===== config.mk =====
export PLATFORM = sky130hd
export DESIGN_NAME = rpn_stack
export DESIGN_NICKNAME = d
export VERILOG_FILES = /design/src/rtl/rpn_pkg.sv /design/src/rtl/rpn_stack_mem.sv /design/src/rtl/rpn_stack.sv
export SDC_FILE = /design/constraint.sdc
export NUM_CORES = 1
export LEC_CHECK = 0
export BUFFER_PORTS_ARGS = -buffer_cell sky130_fd_sc_hd__buf_4
export CAP_MARGIN = 25
export CORE_MARGIN = 3
export CORE_UTILIZATION = 33
export DETAILED_ROUTE_END_ITERATION = 8
export SYNTH_ARGS = -nofsm -noshare
export SYNTH_HDL_FRONTEND = slang
export SYNTH_HIERARCHICAL = 1
export SYNTH_SLANG_ARGS = --single-unit
export TNS_END_PERCENT = 1

===== constraint.sdc =====
create_clock -name clk -period 3.4 [get_ports clk]
set_clock_uncertainty 0.2 [all_clocks]
set_input_delay 0.68 -clock clk [delete_from_list [all_inputs] [get_ports clk]]
set_output_delay 0.68 -clock clk [all_outputs]
set_load 0.005 [all_outputs]

===== src/rtl/rpn_pkg.sv =====
// Shared definitions for the RPN stack: command codes and FSM state encoding.
package rpn_pkg;

  localparam logic [1:0] CMD_NOP  = 2'b00;
  localparam logic [1:0] CMD_PUSH = 2'b01;
  localparam logic [1:0] CMD_POP  = 2'b10;
  localparam logic [1:0] CMD_EXEC = 2'b11;

  typedef enum logic [1:0] {
    StIdle = 2'b00,
    StExec = 2'b01,
    StWb   = 2'b10
  } state_e;

endpackage


===== src/rtl/rpn_stack_mem.sv =====
// DEPTH x WIDTH register file: one synchronous write port, two combinational read ports.
// Contents are intentionally not reset; occupancy is tracked by the owner.
module rpn_stack_mem #(
  parameter int unsigned WIDTH = 8,
  parameter int unsigned DEPTH = 8
) (
  input  logic                     clk,
  input  logic                     we,
  input  logic [$clog2(DEPTH)-1:0] waddr,
  input  logic [WIDTH-1:0]         wdata,
  input  logic [$clog2(DEPTH)-1:0] raddr_a,
  input  logic [$clog2(DEPTH)-1:0] raddr_b,
  output logic [WIDTH-1:0]         rdata_a,
  output logic [WIDTH-1:0]         rdata_b
);

  logic [WIDTH-1:0] mem_q [DEPTH];

  // Single write port, no reset on the storage array.
  always_ff @(posedge clk) begin
    if (we) begin
      mem_q[waddr] <= wdata;
    end
  end

  assign rdata_a = mem_q[raddr_a];
  assign rdata_b = mem_q[raddr_b];

endmodule


===== src/rtl/rpn_stack.sv =====
// RPN operand stack feeding an external adder. PUSH/POP complete in one cycle;
// EXEC registers the top two operands, waits one cycle for the adder, then writes
// the sum back in place of them. Optional build macro: RPN_STACK_STICKY_ERR_EN
// makes err_ovf/err_unf hold until the next accepted NOP instead of pulsing.
module rpn_stack
  import rpn_pkg::*;
#(
  parameter int unsigned WIDTH = 8,
  parameter int unsigned DEPTH = 8
) (
  input  logic                       clk,
  input  logic                       rst_n,
  input  logic                       cmd_valid,
  input  logic [1:0]                 cmd,
  output logic                       cmd_ready,
  input  logic [WIDTH-1:0]           data_in,
  output logic [WIDTH-1:0]           op_a,
  output logic [WIDTH-1:0]           op_b,
  input  logic [WIDTH-1:0]           alu_s,
  input  logic                       alu_co,
  output logic [WIDTH-1:0]           top,
  output logic [WIDTH-1:0]           pop_data,
  output logic                       pop_valid,
  output logic [$clog2(DEPTH+1)-1:0] count,
  output logic                       empty,
  output logic                       full,
  output logic                       err_ovf,
  output logic                       err_unf,
  output logic                       carry
);

  localparam int unsigned AW = $clog2(DEPTH);
  localparam int unsigned CW = $clog2(DEPTH + 1);

`ifdef RPN_STACK_STICKY_ERR_EN
  localparam bit Sticky = 1'b1;
`else
  localparam bit Sticky = 1'b0;
`endif

  state_e           state_q, state_d;
  logic [CW-1:0]    count_q, count_d;
  logic [WIDTH-1:0] op_a_q, op_a_d;
  logic [WIDTH-1:0] op_b_q, op_b_d;
  logic [WIDTH-1:0] pop_data_q, pop_data_d;
  logic             pop_valid_q, pop_valid_d;
  logic             carry_q, carry_d;
  logic             err_ovf_q, err_ovf_d;
  logic             err_unf_q, err_unf_d;

  logic             accept;
  logic             is_empty, is_full, has_two;
  logic             ovf_set, unf_set, err_clr;
  logic             mem_we;
  logic [AW-1:0]    mem_waddr;
  logic [WIDTH-1:0] mem_wdata;
  logic [AW-1:0]    idx_top, idx_sec;
  logic [WIDTH-1:0] rd_top, rd_sec;

  assign is_empty = (count_q == '0);
  assign is_full  = (count_q == CW'(DEPTH));
  assign has_two  = (count_q >= CW'(2));
  assign accept   = cmd_valid && (state_q == StIdle);

  // Index arithmetic wraps modulo DEPTH, so count == DEPTH still maps to DEPTH-1.
  assign idx_top = count_q[AW-1:0] - AW'(1);
  assign idx_sec = count_q[AW-1:0] - AW'(2);

  rpn_stack_mem #(
    .WIDTH (WIDTH),
    .DEPTH (DEPTH)
  ) u_mem (
    .clk     (clk),
    .we      (mem_we),
    .waddr   (mem_waddr),
    .wdata   (mem_wdata),
    .raddr_a (idx_sec),
    .raddr_b (idx_top),
    .rdata_a (rd_sec),
    .rdata_b (rd_top)
  );

  // Next-state logic: command decode in IDLE, fixed EXEC -> WB -> IDLE sequence.
  always_comb begin
    state_d     = state_q;
    count_d     = count_q;
    op_a_d      = op_a_q;
    op_b_d      = op_b_q;
    pop_data_d  = pop_data_q;
    pop_valid_d = 1'b0;
    carry_d     = carry_q;
    mem_we      = 1'b0;
    mem_waddr   = count_q[AW-1:0];
    mem_wdata   = data_in;
    ovf_set     = 1'b0;
    unf_set     = 1'b0;
    err_clr     = 1'b0;

    unique case (state_q)
      StIdle: begin
        if (accept) begin
          case (cmd)
            CMD_NOP: begin
              err_clr = 1'b1;
            end
            CMD_PUSH: begin
              if (is_full) begin
                ovf_set = 1'b1;
              end else begin
                mem_we  = 1'b1;
                count_d = count_q + CW'(1);
              end
            end
            CMD_POP: begin
              if (is_empty) begin
                unf_set = 1'b1;
              end else begin
                count_d     = count_q - CW'(1);
                pop_data_d  = rd_top;
                pop_valid_d = 1'b1;
              end
            end
            CMD_EXEC: begin
              if (has_two) begin
                op_a_d  = rd_sec;
                op_b_d  = rd_top;
                state_d = StExec;
              end else begin
                unf_set = 1'b1;
              end
            end
            default: ;
          endcase
        end
      end
      StExec: begin
        // Adder settle cycle.
        state_d = StWb;
      end
      StWb: begin
        mem_we    = 1'b1;
        mem_waddr = idx_sec;
        mem_wdata = alu_s;
        count_d   = count_q - CW'(1);
        carry_d   = alu_co;
        state_d   = StIdle;
      end
      default: begin
        state_d = StIdle;
      end
    endcase
  end

  // Error flags: pulse for one cycle, or hold until an accepted NOP when sticky.
  always_comb begin
    err_ovf_d = ovf_set | (Sticky & err_ovf_q & ~err_clr);
    err_unf_d = unf_set | (Sticky & err_unf_q & ~err_clr);
  end

  // State registers; reset aborts any in-flight EXEC/WB without write-back.
  always_ff @(posedge clk or negedge rst_n) begin
    if (!rst_n) begin
      state_q     <= StIdle;
      count_q     <= '0;
      op_a_q      <= '0;
      op_b_q      <= '0;
      pop_data_q  <= '0;
      pop_valid_q <= 1'b0;
      carry_q     <= 1'b0;
      err_ovf_q   <= 1'b0;
      err_unf_q   <= 1'b0;
    end else begin
      state_q     <= state_d;
      count_q     <= count_d;
      op_a_q      <= op_a_d;
      op_b_q      <= op_b_d;
      pop_data_q  <= pop_data_d;
      pop_valid_q <= pop_valid_d;
      carry_q     <= carry_d;
      err_ovf_q   <= err_ovf_d;
      err_unf_q   <= err_unf_d;
    end
  end

  assign cmd_ready = (state_q == StIdle);
  assign op_a      = op_a_q;
  assign op_b      = op_b_q;
  assign top       = is_empty ? '0 : rd_top;
  assign pop_data  = pop_data_q;
  assign pop_valid = pop_valid_q;
  assign count     = count_q;
  assign empty     = is_empty;
  assign full      = is_full;
  assign err_ovf   = err_ovf_q;
  assign err_unf   = err_unf_q;
  assign carry     = carry_q;

endmodule


==> results_dict.tcl <==
set metrics [dict create \
    grt_pass1_wl_um 15800 \
    grt_max_degree 35 \
    cts_buffers 9 \
    irDropWorstVdd_v 0.000336 \
    syn_inst 285 \
    synth_top_area_share_pct 40.1 \
    setup_violations 0 \
    gp_congestion 0.763 \
    ctsHtreeMaxLevel 3 \
    multi_input_comb_area_um2 1890 \
    min_period_over_period_pct 97.0 \
    drive_above_1_share_pct 40.2 \
    io_buffers 64 \
    p_per_area_nw_per_um2 874 \
    syn_avg_cell_area_um2 16.8 \
    synth_top_family_by_area "multiplexers" \
    synth_edf_count 64 \
    min_path_type "input pin to asynchronous set/reset pin" \
    cap_violations 0 \
    pin_count 65 \
    syn-num-nets 313 \
    synthSimpleGateAreaFrac_pct 7.78 \
    ant_nets 0 \
    path_class "flip-flop to primary output" \
    vias 2752 \
    ys_ff_latch 98 \
    dp.cells 531 \
    drv_slew 0 \
    drtPass1Iterations 4 \
    synth_xor_xnor_area_share_pct 1.28 \
    synthArstFlopShare_pct 34.7 \
    hold_viol 0 \
    post-route-drc-count 0 \
    wl_um 10200 \
    finalSetupTns_ns 0 \
    worstPathRequired_ns 2.52 \
    p_leak_nw 2.31 \
    register_area_um2 2770 \
    synth_compound_area_share_pct 1.46 \
    cts.sinks 98 \
    ys_types 37 \
    cp-start-kind "flip-flop" \
    grt_use_total_pct 13.0 \
    clockBufferDepth 2 \
    drt_iter0_drc 179 \
    worst-path-buf-inv 3 \
    die_h_um 127 \
    crit_path_cell_trace "inv_1, ha_2, xor2_2, clkbuf_4, mux4_1, mux2_2, nor2b_1, buf_4" \
    start_util_pct 34.1 \
    fin_crit_ns 3.30 \
    timing.fmax_mhz 303 \
    synth.area.mux_share_pct 27.1 \
    root_buffer "clkbuf_16" \
    slowest_delay_ns 0.37 \
    routedWlPerCell_um 18.7 \
    cp_slowest_cell "dfrtp_1" \
    ys_top_cells_by_area "edfxtp_1, dfrtp_1, mux4_1" \
    path_clk_slew_ns 0.07 \
    num-fill-cells 1263 \
    synthFlopType "edfxtp_1" \
    crit_path_end_kind "primary output" \
    synth_most_common_cell "edfxtp_1" \
    yosysTopAreaCell "edfxtp_1" \
    insertion_delay_ns 0.35 \
    antenna_cells 0 \
    worst_slew_pin_slew_ns 0.686 \
    dieArea_um2 16000 \
    cp_top_family "multiplexers" \
    slew-limit-headroom_pct 54.3 \
    ys_top_cells_by_count "edfxtp_1, mux2_2, dfrtp_1" \
    cts_tree "yes" \
    seq_area_frac_synth_pct 57.9 \
    viasPerCell 5.02 \
    crit_fanout 8 \
    synth_fa_ha_area_share_pct 1.57 \
    syn_area_um2 4790 \
    grt_pass1_vias 2769 \
    rows 43 \
    cp.arrival_ns 2.42 \
    fin_nets 391 \
    overflow 0 \
    cts_hold_buffers 0 \
    finalNonFillerCells 548 \
    whs_ns 0.0711 \
    area_growth_pct 21.6 \
    hpwl_um 7040 \
    die_w_um 127 \
    core_area_um2 14000 \
    antenna_found_initial 0 \
    status "finished, final reports clean" \
    ys_warn_count 6 \
    rsz0062_at_grt "false" \
]
==> logic make-up after synthesis <==
kind of cell | after synthesis
XOR/XNOR | 7
buffers and inverters | 21
AO/OA/AOI/OAI | 9
flip-flops | 98
adder cells (fa/ha/maj) | 6
AND/OR/NAND/NOR | 70
multiplexers | 74
==> timing repair <==
action / in CTS / in global routing
resized for setup: 0 / 4
buffers inserted: 0 / 0
endpoints found under the setup margin: 0 / 8
==> layout by cell type, fill, tap and decap left out, types with 2 or more instances in the layout <==
| cell | synthesis | layout |
|---|---|---|
| ha_1 | 6 | 5 |
| mux4_1 | 29 | 29 |
| clkbuf_16 | 0 | 10 |
| nand2b_1 | 5 | 5 |
| inv_1 | 7 | 7 |
| and2b_1 | 2 | 2 |
| dfrtp_1 | 34 | 34 |
| mux4_2 | 3 | 3 |
| o21ai_0 | 3 | 3 |
| nor3_1 | 3 | 3 |
| nor2_1 | 9 | 9 |
| edfxtp_1 | 64 | 64 |
| buf_4 | 1 | 79 |
| nand3_1 | 2 | 2 |
| nand2_1 | 31 | 31 |
| inv_6 | 0 | 3 |
| mux2i_1 | 2 | 2 |
| mux2_2 | 39 | 39 |
| xnor2_1 | 6 | 6 |
| a221oi_1 | 2 | 2 |
| nor2_4 | 2 | 2 |
| nor2b_1 | 10 | 10 |
==> worst paths after layout <==
check | startpoint | endpoint | slack, ns | depth (start not counted)
worst max-delay path | count[1]$_DFFE_PN0P_ | top[6] | 0.10 | 8
worst min-delay path | rst_n | op_b[6]$_DFFE_PN0P_ | 0.07 | 1
worst max register to register | count[2]$_DFFE_PN0P_ | op_a[4]$_DFFE_PN0P_ | 0.62 | 6
worst min register to register | carry$_DFFE_PN0N_ | carry$_DFFE_PN0N_ | 0.28 | 2
max in group asynchronous | rst_n | state_q[1]$_DFFE_PN0P_ | 2.59 | 1
min in group clk | carry$_DFFE_PN0N_ | carry$_DFFE_PN0N_ | 0.28 | 2
==> through the flow <==
stage / instance area, um2 / power [mW] / setup slack, ns / utilization, %
floorplan: 4790 / 3.23 / 0.307 / -
global placement: 5500 / 4.05 / 0.489 / 39.2
detailed placement: 5500 / 4.09 / 0.416 / 39.2
CTS: 5810 / 5.12 / 0.0399 / 41.4
global route: 5830 / 5.40 / 0.00664 / 41.5
finish: 5830 / 5.10 / 0.101 / 41.5
==> sequential cells by signal (all words and copies together) (netlist names) <==
| register | cells |
|---|---|
| pop_valid | 1 |
| err_ovf | 1 |
| state_q | 2 |
| err_unf | 1 |
| op_b | 8 |
| count | 4 |
| op_a | 8 |
| pop_data | 8 |
| u_mem/mem_q | 64 |
| carry | 1 |
==> final cells by class <==
class / count / area share, %
inverters: 7 / 0.451
multi-input cells: 166 / 32.4
clock inverters: 6 / 0.923
repair buffers: 81 / 10.5
flip-flops and latches: 98 / 47.6
well taps: 180 / 3.86
clock buffers: 10 / 4.29
==> routing by layer <==
metal	track usage [%]	wire length (um)
met1	16.3	4430
met2	22.3	5250
met3	2.86	378
met4	4.73	184
met5	0	0
==> power by group <==
group | switching [mW] | total (mW) | internal, mW
combinational | 1.06 | 2.42 | 1.36
sequential | 0.139 | 1.66 | 1.52
clock | 0.462 | 1.02 | 0.554
total | 1.66 | 5.10 | 3.43
Power figures use the tool's default switching activity.
